File: config.mk
export PLATFORM = sky130hd
export DESIGN_NAME = uart_wb_master
export DESIGN_NICKNAME = d
export VERILOG_FILES = /design/src/rtl/uart_wb_master.sv
export SDC_FILE = /design/constraint.sdc
export NUM_CORES = 1
export LEC_CHECK = 0
export BUFFER_PORTS_ARGS = -buffer_cell sky130_fd_sc_hd__buf_2
export CAP_MARGIN = 40
export CORE_ASPECT_RATIO = 0.6
export CORE_MARGIN = 1
export CORE_UTILIZATION = 45
export CTS_BUF_LIST = sky130_fd_sc_hd__clkbuf_4
export CTS_CLUSTER_SIZE = 25
export DETAILED_ROUTE_END_ITERATION = 16
export GPL_TIMING_DRIVEN = 0
export PLACE_DENSITY = 0.65
export SLEW_MARGIN = 20
export SYNTH_ARGS = -nofsm -noshare
export SYNTH_HDL_FRONTEND = slang
export SYNTH_SLANG_ARGS = --single-unit
File: constraint.sdc
create_clock -name clk -period 6.1 [get_ports clk]
set_input_delay 0.61 -clock clk [delete_from_list [all_inputs] [get_ports clk]]
set_output_delay 0.61 -clock clk [all_outputs]
set_load 0.01 [all_outputs]
File: src/rtl/uart_wb_master.sv
// Command-FIFO driven Wishbone single-transfer master.
// Commands {we, adr, dat, sel} are queued in a DEPTH-entry FIFO and issued one at a
// time as Wishbone classic cycles. Each cycle ends with a response: the ack'd read
// data or zero for writes, or an error flag when no ack arrives within TIMEOUT cycles.
module uart_wb_master #(
    parameter int unsigned DEPTH   = 4,
    parameter int unsigned TIMEOUT = 255
) (
    input  logic        clk,
    input  logic        rst_n,
    input  logic        cmd_valid,
    output logic        cmd_ready,
    input  logic        cmd_we,
    input  logic [31:0] cmd_adr,
    input  logic [31:0] cmd_dat,
    input  logic [3:0]  cmd_sel,
    output logic        rsp_valid,
    input  logic        rsp_ready,
    output logic [31:0] rsp_dat,
    output logic        rsp_err,
    output logic        wbm_cyc_o,
    output logic        wbm_stb_o,
    output logic        wbm_we_o,
    output logic [3:0]  wbm_sel_o,
    output logic [31:0] wbm_adr_o,
    output logic [31:0] wbm_dat_o,
    input  logic        wbm_ack_i,
    input  logic [31:0] wbm_dat_i,
    output logic        busy
);

    localparam int unsigned AW = (DEPTH > 1) ? $clog2(DEPTH) : 1;
    localparam int unsigned CW = $clog2(DEPTH + 1);
    localparam int unsigned TW = (TIMEOUT > 1) ? $clog2(TIMEOUT + 1) : 1;

    localparam logic [CW-1:0] CountFull = CW'(DEPTH);
    // Counter value seen on the last BUS edge before giving up.
    localparam logic [TW-1:0] ToLast    = TW'(TIMEOUT - 1);

    typedef struct packed {
        logic        we;
        logic [31:0] adr;
        logic [31:0] dat;
        logic [3:0]  sel;
    } cmd_t;

    typedef enum logic [1:0] {StIdle, StBus, StResp} state_e;

    cmd_t          mem_q [DEPTH];
    logic [AW-1:0] wr_ptr_q, wr_ptr_d;
    logic [AW-1:0] rd_ptr_q, rd_ptr_d;
    logic [CW-1:0] count_q, count_d;
    logic          push, pop;
    cmd_t          head;

    state_e        state_q, state_d;
    logic          cyc_q, cyc_d;
    logic          we_q, we_d;
    logic [3:0]    sel_q, sel_d;
    logic [31:0]   adr_q, adr_d;
    logic [31:0]   dat_q, dat_d;
    logic          rsp_valid_q, rsp_valid_d;
    logic [31:0]   rsp_dat_q, rsp_dat_d;
    logic          rsp_err_q, rsp_err_d;
    logic [TW-1:0] to_cnt_q, to_cnt_d;

    // Full test uses the registered count only, so a same-cycle pop never frees a slot.
    assign cmd_ready = (count_q != CountFull);
    assign push      = cmd_valid && cmd_ready;
    assign pop       = (state_q == StIdle) && (count_q != '0);
    assign head      = mem_q[rd_ptr_q];

    // FIFO pointer and occupancy next-state.
    always_comb begin
        wr_ptr_d = wr_ptr_q;
        rd_ptr_d = rd_ptr_q;
        count_d  = count_q;
        if (push) begin
            wr_ptr_d = wr_ptr_q + AW'(1);
        end
        if (pop) begin
            rd_ptr_d = rd_ptr_q + AW'(1);
        end
        if (push && !pop) begin
            count_d = count_q + CW'(1);
        end else if (!push && pop) begin
            count_d = count_q - CW'(1);
        end
    end

    // FIFO storage; contents are don't-care while empty, so no reset is needed.
    always_ff @(posedge clk) begin
        if (push) begin
            mem_q[wr_ptr_q] <= {cmd_we, cmd_adr, cmd_dat, cmd_sel};
        end
    end

    // FIFO pointer and occupancy registers.
    always_ff @(posedge clk or negedge rst_n) begin
        if (!rst_n) begin
            wr_ptr_q <= '0;
            rd_ptr_q <= '0;
            count_q  <= '0;
        end else begin
            wr_ptr_q <= wr_ptr_d;
            rd_ptr_q <= rd_ptr_d;
            count_q  <= count_d;
        end
    end

    // Transfer sequencing: issue the FIFO head, wait for ack or timeout, hold the response.
    always_comb begin
        state_d     = state_q;
        cyc_d       = cyc_q;
        we_d        = we_q;
        sel_d       = sel_q;
        adr_d       = adr_q;
        dat_d       = dat_q;
        rsp_valid_d = rsp_valid_q;
        rsp_dat_d   = rsp_dat_q;
        rsp_err_d   = rsp_err_q;
        to_cnt_d    = to_cnt_q;
        unique case (state_q)
            StIdle: begin
                if (pop) begin
                    we_d     = head.we;
                    adr_d    = head.adr;
                    dat_d    = head.dat;
                    sel_d    = head.sel;
                    cyc_d    = 1'b1;
                    to_cnt_d = '0;
                    state_d  = StBus;
                end
            end
            StBus: begin
                // Ack wins over a timeout landing on the same edge.
                if (wbm_ack_i) begin
                    cyc_d       = 1'b0;
                    rsp_dat_d   = we_q ? 32'h0 : wbm_dat_i;
                    rsp_err_d   = 1'b0;
                    rsp_valid_d = 1'b1;
                    state_d     = StResp;
                end else if (to_cnt_q == ToLast) begin
                    cyc_d       = 1'b0;
                    rsp_dat_d   = 32'h0;
                    rsp_err_d   = 1'b1;
                    rsp_valid_d = 1'b1;
                    state_d     = StResp;
                end else begin
                    to_cnt_d = to_cnt_q + TW'(1);
                end
            end
            StResp: begin
                if (rsp_ready) begin
                    rsp_valid_d = 1'b0;
                    state_d     = StIdle;
                end
            end
            default: begin
                state_d = StIdle;
            end
        endcase
    end

    // FSM state and registered bus/response outputs.
    always_ff @(posedge clk or negedge rst_n) begin
        if (!rst_n) begin
            state_q     <= StIdle;
            cyc_q       <= 1'b0;
            we_q        <= 1'b0;
            sel_q       <= '0;
            adr_q       <= '0;
            dat_q       <= '0;
            rsp_valid_q <= 1'b0;
            rsp_dat_q   <= '0;
            rsp_err_q   <= 1'b0;
            to_cnt_q    <= '0;
        end else begin
            state_q     <= state_d;
            cyc_q       <= cyc_d;
            we_q        <= we_d;
            sel_q       <= sel_d;
            adr_q       <= adr_d;
            dat_q       <= dat_d;
            rsp_valid_q <= rsp_valid_d;
            rsp_dat_q   <= rsp_dat_d;
            rsp_err_q   <= rsp_err_d;
            to_cnt_q    <= to_cnt_d;
        end
    end

    // Single transfers only: strobe is the cycle signal itself.
    assign wbm_cyc_o = cyc_q;
    assign wbm_stb_o = cyc_q;
    assign wbm_we_o  = we_q;
    assign wbm_sel_o = sel_q;
    assign wbm_adr_o = adr_q;
    assign wbm_dat_o = dat_q;
    assign rsp_valid = rsp_valid_q;
    assign rsp_dat   = rsp_dat_q;
    assign rsp_err   = rsp_err_q;
    assign busy      = (state_q != StIdle) || (count_q != '0);

endmodule

==> impl_metrics.tcl <==
set metrics [dict create \
    synthCells 829 \
    hold_viol 0 \
    vias 8599 \
    drv_slew 0 \
    worst_slack_ns 3.45 \
    fp.dieH_um 142 \
    worst_setup_path_end_kind "register" \
    post_synth_fa_ha_maj_area_fraction 0.00733 \
    insertion_delay_ns 0.77 \
    synth_top_family_by_area "multiplexers" \
    post_cts.repair.setup_buffers 0 \
    max_stage_delay_ns 0.43 \
    globalplace.congestion 0.734 \
    grt_antenna_before_repair 1 \
    cts_tree "built" \
    crit_required_ns 6.77 \
    crit_chain "nor3_1, nor3_1, inv_1, clkbuf_1, ha_1, inv_1, fa_1, xor2_1, nor2_1, xor2_1" \
    p_total_mw 8.94 \
    clkSinkCount 397 \
    fmax_ghz 0.377 \
    drt_iter0_drc 411 \
    p_leak_nw 7.64 \
    avgSynthCellArea_um2 17.7 \
    hold_class "in -> reg" \
    hpwl_um 19400 \
    die_w_um 235 \
    setup-tns-final_ns 0 \
    synth_compound_area_frac 0.0280 \
    portBuffers 212 \
    grt_use_total 0.199 \
    cts_max_path_buffers 3 \
    ys_seq_elements 397 \
    path_class "reg -> reg" \
    path_buf_inv 3 \
    synth_area_leaders "edfxtp_1 56%, dfrtp_1 21%, mux4_2 11%, nand2_1 5.5%, a22o_1 1.9%" \
    route.detailed.drc 0 \
    globalRouteOverflowTotal 0 \
    drv_cap 0 \
    cp_max_fo 10 \
    die_area_um2 33400 \
    core_area_um2 31700 \
    synth.area.mux_share 0.109 \
    routed_wirelength_um 31800 \
    grt_pass1_wl_um 49900 \
    critical_path_arrival_ns 3.32 \
    routed_via_density 4.96 \
    synthXorXnorAreaFrac 0.00418 \
    finalCritPeriodShare 0.435 \
    n_fill_cell 2487 \
    yosys.area_share.simple 0.0660 \
    mostFrequentLayoutCells "276 x edfxtp_1, 232 x buf_2, 217 x nand2_1" \
    setup_viol 0 \
    ys_types 38 \
    critical-path-top-delay-family "buffers and inverters" \
    synth_top_cell_by_area "edfxtp_1" \
    start_kind "register" \
    syn2layout_area_growth_pct 26.9 \
    nNetsFinal 1356 \
    first_global_vias 9034 \
    rsz0062_at_grt "false" \
    ioPinCount 213 \
    numCtsBuffers 91 \
    synth_seq_area_share 0.771 \
    layout_commonest_cell "edfxtp_1" \
    period_minus_slack_ns 2.65 \
    power_density_nw_per_um2 480 \
    htree_levels 3 \
    peakVddDrop_mv 0.254 \
    fin_skew_ns 0.0421 \
    antenna_left 0 \
    wl_per_cell_um 18.4 \
    drive_gt1_frac 0.357 \
    postSynthNetCount 943 \
    path_clk_slew_ns 0.07 \
    clockRootBuffer "clkbuf_4" \
    worst_pin_slew_ns 0.738 \
    status "finished clean" \
    drt_pre_antenna_iters 4 \
    num_rows 50 \
    slew_headroom 0.508 \
    yosysWarnings 0 \
    synth_top_area_frac 0.564 \
    start_util 0.464 \
    grt_start_max_net_pins 84 \
    synthesis.area_um2 14700 \
    dpl_worst_slack_ns 3.46 \
    crit_slowest_cell "dfrtp_1" \
]
[state kept, by name (all words and copies together) (netlist names)]
name       cells
mem_q        276
rsp_dat       32
wbm_adr_o     32
wbm_dat_o     32
to_cnt_q       8
wbm_sel_o      4
count_q        3
rd_ptr_q       2
state_q        2
wr_ptr_q       2
rsp_err        1
rsp_valid      1
wbm_cyc_o      1
wbm_we_o       1
[layout make-up]
cell class | instances | area, um2 | share of cell area
plain buffers | 41 | 191 | 0.0103
clock buffers | 143 | 1070 | 0.0576
multi-input cells | 383 | 3170 | 0.170
clock inverters | 22 | 123 | 0.00658
flip-flops and latches | 397 | 11300 | 0.607
diodes | 2 | 5.00 | 0.000269
well taps | 416 | 520 | 0.0279
inverters | 8 | 30.0 | 0.00161
repair buffers | 320 | 2210 | 0.119
[cell families (layout without fill, tap and decap cells)]
logic type | Yosys count | after routing
adder cells (fa/ha/maj) | 8 | 8
AO/OA/AOI/OAI | 51 | 51
buffers and inverters | 49 | 534
flip-flops | 397 | 397
XOR/XNOR | 7 | 7
AND/OR/NAND/NOR | 244 | 244
multiplexers | 73 | 73
other | 0 | 2
[power by group]
group / internal [mW] / total (mW) / switching (mW)
combinational: 1.22 / 2.86 / 1.64
sequential: 3.67 / 3.95 / 0.275
clock: 1.11 / 2.13 / 1.03
[cell usage after synthesis]
| library cell | count |
|---|---|
| edfxtp_1 | 276 |
| nand2_1 | 217 |
| dfrtp_1 | 121 |
| mux4_2 | 69 |
| a22o_1 | 32 |
| buf_2 | 21 |
| clkbuf_1 | 11 |
| inv_1 | 8 |
| buf_1 | 7 |
| ha_1 | 7 |
| a21oi_1 | 6 |
| nand3_1 | 6 |
| nor2_1 | 6 |
| o21ai_0 | 5 |
| xnor2_1 | 5 |
| and3_1 | 4 |
| nor3_1 | 3 |
| a21o_1 | 2 |
| mux2_2 | 2 |
| mux2i_1 | 2 |
| xor2_1 | 2 |
| a31oi_1 | 1 |
| and2_0 | 1 |
| and2b_1 | 1 |
| buf_4 | 1 |
| buf_6 | 1 |
| fa_1 | 1 |
| nand2b_1 | 1 |
| nand4_1 | 1 |
| nand4_2 | 1 |
| nor3b_1 | 1 |
| o211a_1 | 1 |
| o211ai_4 | 1 |
| o21a_1 | 1 |
| o21ai_2 | 1 |
| o31ai_1 | 1 |
| or2b_1 | 1 |
| or4_1 | 1 |
[per-layer routing]
layer / share of wire / GRT usage
met4: 0.019 / 0.0734
met2: 0.46 / 0.304
met5: 0 / 0
met3: 0.055 / 0.0523
met1: 0.46 / 0.277
[repair_timing]
| action | 4_1_cts | 5_1_grt |
|---|---|---|
| resized for setup | 0 | 0 |
| endpoints found under the hold margin | 337 | 0 |
| hold buffers | 103 | 0 |
[worst register-to-register path: stages, from the launching register on]
cell	delay [ns]
dfrtp_1	0.43
nor3_1	0.33
nor3_1	0.10
inv_1	0.19
clkbuf_1	0.40
ha_1	0.27
inv_1	0.06
fa_1	0.37
xor2_1	0.17
nor2_1	0.11
xor2_1	0.15
[metrics by stage]
step	area, um2	hold slack, ns	instances	utilization
finish	18600	0.117	1732	0.589
global route	18600	0.0524	1731	0.589
CTS	18600	0.0169	1730	0.588
detailed placement	16400	0.456	1462	0.518
global placement	16300	0.452	1457	0.514
floorplan	14700	0.314	829	-
[final timing paths]
kind / cells after the start / from / slack (ns) / end
hold reg to reg: 2 / wbm_dat_o[10]$_DFFE_PN0P_ / 0.47 / wbm_dat_o[10]$_DFFE_PN0P_
hold / removal: 2 / rsp_ready / 0.12 / state_q[1]$_DFFE_PN0P_
max in group asynchronous: 3 / rst_n / 5.00 / wbm_dat_o[24]$_DFFE_PN0P_
setup reg to reg: 10 / count_q[1]$_DFFE_PN0P_ / 3.45 / count_q[2]$_DFFE_PN0P_
setup / recovery: 10 / count_q[1]$_DFFE_PN0P_ / 3.45 / count_q[2]$_DFFE_PN0P_
min in group asynchronous: 2 / rst_n / 0.32 / wbm_dat_o[8]$_DFFE_PN0P_
Note: power is estimated with default switching activity, not from simulation.
